$ cat src/rtl/pc_fetch_unit_if.sv
// Instruction-memory port between the fetch unit (master) and instruction memory (slave).
// Handshake: imem_req stays high with imem_addr stable until a cycle where imem_ready is high; that cycle's imem_rdata is the word for imem_addr.
interface pc_fetch_unit_if #(
  parameter int XLEN = 32
);
  logic            imem_req;
  logic [XLEN-1:0] imem_addr;
  logic            imem_ready;
  logic [31:0]     imem_rdata;

  modport master (output imem_req, imem_addr, input imem_ready, imem_rdata);
  modport slave  (input imem_req, imem_addr, output imem_ready, imem_rdata);
endinterface

$ cat src/rtl/pc_fetch_unit.sv
// PC register and fetch stage: fetches one instruction, holds it through EXEC, selects the next PC,
// counts retired instructions and halts on a misaligned taken-branch target.
module pc_fetch_unit #(
  parameter int              XLEN     = 32,
  parameter logic [XLEN-1:0] RESET_PC = '0
) (
  input  logic              clk,
  input  logic              rst,
  pc_fetch_unit_if.master   imem,
  input  logic              PCsrc,
  input  logic [XLEN-1:0]   ImmExt,
  input  logic              stall,
  output logic [31:0]       instr,
  output logic              instr_valid,
  output logic [XLEN-1:0]   PC,
  output logic [XLEN-1:0]   PCplus4,
  output logic [31:0]       retire_count,
  output logic              misalign_err,
  output logic [1:0]        fsm_state
);
  localparam logic [1:0] FETCH = 2'd0;
  localparam logic [1:0] EXEC  = 2'd1;
  localparam logic [1:0] HALT  = 2'd2;

  logic [1:0]      state;
  logic [XLEN-1:0] seq_pc;
  logic [XLEN-1:0] tgt_pc;
  logic            tgt_misaligned;

  // Both sums wrap naturally at XLEN bits; ImmExt is two's complement.
  assign seq_pc         = PC + XLEN'(4);
  assign tgt_pc         = PC + ImmExt;
  assign tgt_misaligned = (tgt_pc[1:0] != 2'b00);

  assign PCplus4        = seq_pc;
  assign imem.imem_req  = (state == FETCH) && !rst;
  assign imem.imem_addr = PC;
  assign fsm_state      = state;

  always_ff @(posedge clk) begin
    if (rst) begin
      state        <= FETCH;
      PC           <= RESET_PC;
      instr        <= '0;
      instr_valid  <= 1'b0;
      retire_count <= '0;
      misalign_err <= 1'b0;
    end else begin
      case (state)
        FETCH: begin
          if (imem.imem_ready) begin
            instr       <= imem.imem_rdata;
            instr_valid <= 1'b1;
            state       <= EXEC;
          end
        end
        EXEC: begin
          if (!stall) begin
            instr_valid <= 1'b0;
            // A misaligned taken branch does not retire and leaves PC on the branch.
            if (PCsrc && tgt_misaligned) begin
              misalign_err <= 1'b1;
              state        <= HALT;
            end else begin
              PC           <= PCsrc ? tgt_pc : seq_pc;
              retire_count <= retire_count + 32'd1;
              state        <= FETCH;
            end
          end
        end
        HALT: begin
        end
        default: state <= FETCH;
      endcase
    end
  end
endmodule
$ cat src/flat_wrapper.sv
// flat-port wrapper written by rule: the top's interface ports become plain ports
module pc_fetch_unit_flat 
#(
  parameter int              XLEN     = 32,
  parameter logic [XLEN-1:0] RESET_PC = '0
)
  (clk, rst, PCsrc, ImmExt, stall, instr, instr_valid, PC, PCplus4, retire_count, misalign_err, fsm_state, imem_imem_req, imem_imem_addr, imem_imem_ready, imem_imem_rdata);
  pc_fetch_unit_if #(.XLEN(XLEN)) imem_i ();
  input  logic clk;
  input  logic rst;
  input  logic PCsrc;
  input  logic [XLEN-1:0] ImmExt;
  input  logic stall;
  output logic [31:0] instr;
  output logic instr_valid;
  output logic [XLEN-1:0] PC;
  output logic [XLEN-1:0] PCplus4;
  output logic [31:0] retire_count;
  output logic misalign_err;
  output logic [1:0] fsm_state;
  output wire logic [$bits(imem_i.imem_req)-1:0] imem_imem_req;
  output wire logic [$bits(imem_i.imem_addr)-1:0] imem_imem_addr;
  input wire logic [$bits(imem_i.imem_ready)-1:0] imem_imem_ready;
  input wire logic [$bits(imem_i.imem_rdata)-1:0] imem_imem_rdata;
  assign imem_imem_req = imem_i.imem_req;
  assign imem_imem_addr = imem_i.imem_addr;
  assign imem_i.imem_ready = imem_imem_ready;
  assign imem_i.imem_rdata = imem_imem_rdata;
  pc_fetch_unit #(.XLEN(XLEN), .RESET_PC(RESET_PC)) u_core (.clk(clk), .rst(rst), .imem(imem_i), .PCsrc(PCsrc), .ImmExt(ImmExt), .stall(stall), .instr(instr), .instr_valid(instr_valid), .PC(PC), .PCplus4(PCplus4), .retire_count(retire_count), .misalign_err(misalign_err), .fsm_state(fsm_state));
endmodule
$ cat config.mk
export PLATFORM = sky130hd
export DESIGN_NAME = pc_fetch_unit_flat
export DESIGN_NICKNAME = d
export VERILOG_FILES = /design/src/rtl/pc_fetch_unit_if.sv /design/src/rtl/pc_fetch_unit.sv /design/src/flat_wrapper.sv
export SDC_FILE = /design/constraint.sdc
export NUM_CORES = 1
export LEC_CHECK = 0
export BUFFER_PORTS_ARGS = -buffer_cell sky130_fd_sc_hd__buf_2
export CAP_MARGIN = 20
export CELL_PAD_IN_SITES_DETAIL_PLACEMENT = 1
export CELL_PAD_IN_SITES_GLOBAL_PLACEMENT = 2
export CORE_MARGIN = 4
export CORE_UTILIZATION = 28
export CTS_CLUSTER_SIZE = 14
export DETAILED_ROUTE_END_ITERATION = 8
export PLACE_DENSITY = 0.81
export SYNTH_ARGS = -nofsm -noshare
export SYNTH_HDL_FRONTEND = slang
export SYNTH_SLANG_ARGS = --single-unit
$ cat constraint.sdc
create_clock -name clk -period 3.5 [get_ports clk]
set_input_delay 0.175 -clock clk [delete_from_list [all_inputs] [get_ports clk]]
set_output_delay 0.175 -clock clk [all_outputs]
set_load 0.02 [all_outputs]
==> After elaboration in Yosys (flattened, before gate mapping) <==
Index checks and enable logic that the tools add are counted.
{ "op_classes": {"add_sub_neg": 3, "multipliers": 0, "n_div": 0, "order_cmp": 0, "n_eq_ne": 4, "shift": 0, "mux": 8, "bitwise_logic": 3, "n_reduce_logical": 11} }
{ "op_table": {"columns": ["operator", "n"], "rows": [
  ["$add A32 B1 Y32 const B", 1],
  ["$add A32 B3 Y32 const B", 1],
  ["$add A32 B32 Y32", 1],
  ["$mux W32", 1],
  ["$reduce_and A3 Y1", 4],
  ["$mux W2", 3],
  ["$pmux W2 S3", 1],
  ["$ne A2 B2 Y1 const B", 2],
  ["$reduce_bool A2 Y1", 2],
  ["$not A1 Y1", 3],
  ["$eq A2 B1 Y1 const B", 1],
  ["$eq A2 B2 Y1 const B", 1],
  ["$logic_and A1 B1 Y1", 2],
  ["$logic_not A2 Y1", 1],
  ["$mux W1", 2],
  ["$pmux W1 S2", 1],
  ["$reduce_and A2 Y1", 1],
  ["$logic_not A1 Y1", 1]
]} }
{ "word_totals": {"register_bits": 100, "latchBits": 0, "mem_bits_rw": 0, "rom_bits": 0, "out_inout_bits": 165, "elab_cells": 35, "n_memories": 0} }

==> Depth between registers and ports, before layout <==
{ "depth": {"ltp_word": 6, "depth_mapped": 11, "mapped_depth_nobuf": 10} }

==> Least setup slack after synthesis <==
OpenSTA, ideal clock, no wires.
{ "synth_path": {"kind": "register to register", "start": "register u_core.PC[0]", "end": "register u_core.retire_count[25]", "setup_ns": 0.128, "arrival_time_ns": 2.517, "t_required_ns": 3.372, "setup_slack_ns": 0.856, "path_stages_with_launch": 12, "n_path_buf": 1, "cell_sequence": "dfxtp_1 > ha_1 > inv_1 > fa_1 > nor2b_1 > o21ai_2 > nor4_2 > and2_0 > buf_2 > nand3_1 > xor2_1 > nor2_1"} }
{ "synth_between": {"elab_chain_len": 5} }
{ "synth_rtl": {"columns": ["element", "line_no", "text"], "rows": [
  ["from (decl)", "pc_fetch_unit.sv:15", "output logic [XLEN-1:0] PC,"],
  ["from (signal assigned)", "pc_fetch_unit.sv:65", "PC <= PCsrc ? tgt_pc : seq_pc;"],
  ["$add A32 B32 Y32", "pc_fetch_unit.sv:32", "assign tgt_pc = PC + ImmExt;"],
  ["$reduce_bool A2 Y1", "pc_fetch_unit.sv:33", "assign tgt_misaligned = (tgt_pc[1:0] != 2'b00);"],
  ["$logic_and A1 B1 Y1", "pc_fetch_unit.sv:61", "if (PCsrc && tgt_misaligned) begin"],
  ["$not A1 Y1 (no line)", null, null],
  ["$reduce_and A3 Y1 (no line)", null, null],
  ["to (signal assigned)", "pc_fetch_unit.sv:66", "retire_count <= retire_count + 32'd1;"],
  ["to (decl)", "pc_fetch_unit.sv:17", "output logic [31:0] retire_count,"]
]} }
No other way between the ends.
A chain may end at the register's enable or synchronous reset.

==> Worst setup path after layout <==
{ "layout_path": {"start": "register u_core.PC[2]", "end": "output port PCplus4[24]"} }
{ "layout_between": {"elab_chain_len": 1} }
{ "layout_rtl": {"columns": ["element", "line_no", "text"], "rows": [
  ["$add A32 B3 Y32", "pc_fetch_unit.sv:31", "assign seq_pc = PC + XLEN'(4);"],
  ["to (decl)", "flat_wrapper.sv:17", "output logic [XLEN-1:0] PCplus4;"]
]} }
No other way between the ends.

==> reports/metrics.cfg <==
[run_status]
outcome=finished, final reports clean

[route]
average_detailed_routed_wire_length_per_instance_um=17.7
drt_drc=0
routed-via-count=7197
detailedRoute.firstIterationViolations=511
post_drt_via_cell_ratio=5.06
dr.pass1.iters=5
drtAntennaViolNets=0
route.final.wire_length_um=25100

[clock_network]
tritoncts_num_sinks=100
ctsHoldBuffers=0
cts-root-buf=sky130_fd_sc_hd__clkbuf_16
cts_buffers=9
clk_transition_reported_paths_ps=80
clock_latency_ps=360
tritoncts=yes
post_cts_resized=0
ctsLongestPathBuffers=2
cts.repair_timing.setup_buffer_count=0
clock_tree.htree_level_count=3

[global_routing]
grt_pass1_vias=7111
first_pass_grt_wire_length_um=39200
antenna_violations_before_repair=1
global_route.usage.total=0.181
grt_max_degree=74
grt_overflow_total=0

[synth]
post_synth_num_cell_types=68
post_synth_fa_ha_maj_area_fraction=0.0637
synth-edff-count=0
synthesis.nets=1003
yosys_reg_bits=100
synth_area_in_compound_gates=0.214
synth_top_family_by_area=simple AND/OR/NAND/NOR gates
synth_flop_cell=sky130_fd_sc_hd__dfxtp_1
yosysTopAreaCell=sky130_fd_sc_hd__dfxtp_1
async_flop_share=0
synthCells=900
yosys.area_share.simple=0.246
netlist.area_leader.share=0.294
synth_warnings=0
netlist_top_cells_area=sky130_fd_sc_hd__dfxtp_1, sky130_fd_sc_hd__nand2_1, sky130_fd_sc_hd__a21oi_1, sky130_fd_sc_hd__ha_1, sky130_fd_sc_hd__xor2_1
post_synth_xor_area_fraction=0.0992
synth-seq-area-share=0.294
multiplexer_fraction_of_the_synthesized_cell_area=0.00755
synth_area_mm2=0.00680
mean_instance_size_in_the_synthesized_netlist_um2=7.55

[sta]
slew_violations=0
timing.fmax_ghz=0.341
final.hold.worst_slack_ps=60.3
timing.final.crit_share=0.838
actual_slew_at_the_worst_max_slew_pin_ps=790
timing_hold_violations_final=0
rsz_0062_raised_after_global_routing=false
setup_total_negative_slack_ps=0
timing.final.crit_period_ps=2930
skew_ps=14.4
slew-limit-headroom=0.473
setup_viol=0

[worst_setup_path]
crit_start_category=register
worst_ep_required_time_ps=3320
cp.arrival_ps=2760
critical_path.endpoint_type=output pin
crit_path_max_fanout=10
critical_path_class=reg -> out

[pwr]
peakVddDrop_v=0.000193
power_leakage_uw=0.00390
p_total_uw=2570
pwrdens_mw_per_mm2=304

[floorplanning]
die_width_um=164
design.die.area_mm2=0.0268
fp-row-count=56
io_pins=234
initial_core_util=0.287
core_area_mm2=0.0237
dieHeight_um=164

[place]
sum_of_net_half_perimeters_after_detailed_placement_um=19300
gp_routability_congestion=0.875
portBuffers=233

[finish]
nets=1201
post_route_cells_drive_above_1_share=0.268
n_fill_cell=2993
syn_to_final_growth_pct=24.3
antenna_cells_inserted=0

[job]
maxCapViolCount=0

[min_path]
holdCritPathClass=in -> reg

==> routing by layer <==
layer / vias up / track usage / wire [µm]
li1: 3548 / - / -
met1: 3422 / 0.257 / 12000
met2: 206 / 0.298 / 11500
met3: 19 / 0.0284 / 1340
met4: 2 / 0.0267 / 231
met5: - / 0 / 13
==> stage by stage <==
stage	cell area [µm²]	cells	utilization	worst slack, ps
after floorplan	6800	900	-	856
after global placement	8170	1406	0.345	722
after detailed placement	8170	1406	0.345	630
after CTS	8450	1422	0.357	519
after global routing	8450	1422	0.357	306
final	8450	1422	0.357	569
==> path summary, 6_finish.rpt <==
check                                         start                  end  slack, ps  cells after the start
worst min register to register  u_core.misalign_err  u_core.misalign_err        450                      2
worst min-delay path             imem_imem_rdata[3]      u_core.instr[3]         60                      3
worst max register to register         u_core.PC[0]        u_core.PC[20]        580                     10
worst max-delay path                   u_core.PC[2]          PCplus4[24]        570                      9
==> where the power goes <==
| part | total (µW) | switching [µW] | internal (µW) | leakage, µW |
|---|---|---|---|---|
| clock network | 994 | 497 | 497 | 0.000136 |
| logic | 383 | 246 | 137 | 0.00295 |
| registers | 1190 | 22.6 | 1170 | 0.000811 |
| total | 2570 | 765 | 1800 | 0.00390 |
==> flip-flops by register name, indices dropped and copies added, names as in the netlist <==
signal / count
u_core.instr: 32
u_core.retire_count: 32
u_core.PC: 32
u_core.fsm_state: 2
u_core.instr_valid: 1
u_core.misalign_err: 1
==> cell families after synthesis <==
logic type | count (synthesis)
flops | 100
simple gates | 354
mux | 5
compound gates | 231
xor+xnor | 77
buf+inv | 99
fa+ha+maj | 34
==> cell usage in the layout, fill, tap and decap left out, drive strengths merged, types with 33 or more instances in the layout <==
master	count
a21oi	95
xor2	41
ha	33
buf	262
nand3	35
o21ai	41
xnor2	36
nand2	142
nor2	74
dfxtp	100
==> critical path, stage by stage, from the launching register on <==
cell and delay [ps]:
sky130_fd_sc_hd__dfxtp_1 560, sky130_fd_sc_hd__ha_1 360, sky130_fd_sc_hd__nand4_1 180, sky130_fd_sc_hd__nor2_1 130, sky130_fd_sc_hd__buf_4 160, sky130_fd_sc_hd__nand2_1 120, sky130_fd_sc_hd__nor2_1 380, sky130_fd_sc_hd__nand3_1 180
sky130_fd_sc_hd__xnor2_1 160, sky130_fd_sc_hd__buf_2 180
==> cell usage after synthesis, types with 6 or more instances <==
cell / n
sky130_fd_sc_hd__a21oi_1: 95
sky130_fd_sc_hd__nand4_1: 17
sky130_fd_sc_hd__buf_1: 7
sky130_fd_sc_hd__and3_1: 17
sky130_fd_sc_hd__inv_1: 23
sky130_fd_sc_hd__o21ai_0: 39
sky130_fd_sc_hd__buf_4: 34
sky130_fd_sc_hd__nand3_1: 35
sky130_fd_sc_hd__dfxtp_1: 100
sky130_fd_sc_hd__buf_2: 8
sky130_fd_sc_hd__nor2_1: 74
sky130_fd_sc_hd__nor4_1: 6
sky130_fd_sc_hd__o211ai_1: 8
sky130_fd_sc_hd__o21bai_1: 7
sky130_fd_sc_hd__clkbuf_1: 25
sky130_fd_sc_hd__xor2_1: 41
sky130_fd_sc_hd__o21a_1: 8
sky130_fd_sc_hd__ha_1: 33
sky130_fd_sc_hd__a21o_1: 10
sky130_fd_sc_hd__o22ai_1: 11
sky130_fd_sc_hd__xnor2_1: 36
sky130_fd_sc_hd__nor3_1: 25
sky130_fd_sc_hd__or3_1: 8
sky130_fd_sc_hd__nand2_1: 142
==> area by class of cell <==
type                            instances  area (µm²)  share of cell area
Tap cell                              319         399              0.0472
Sequential cell                       100        2000               0.237
Clock buffer                           10         229              0.0271
Clock inverter                          6        53.8             0.00636
Inverter                               24        90.1              0.0107
Timing Repair Buffer                  262        1390               0.164
Multi-Input combinational cell        701        4290               0.508
(Power assumes the default switching activity.)
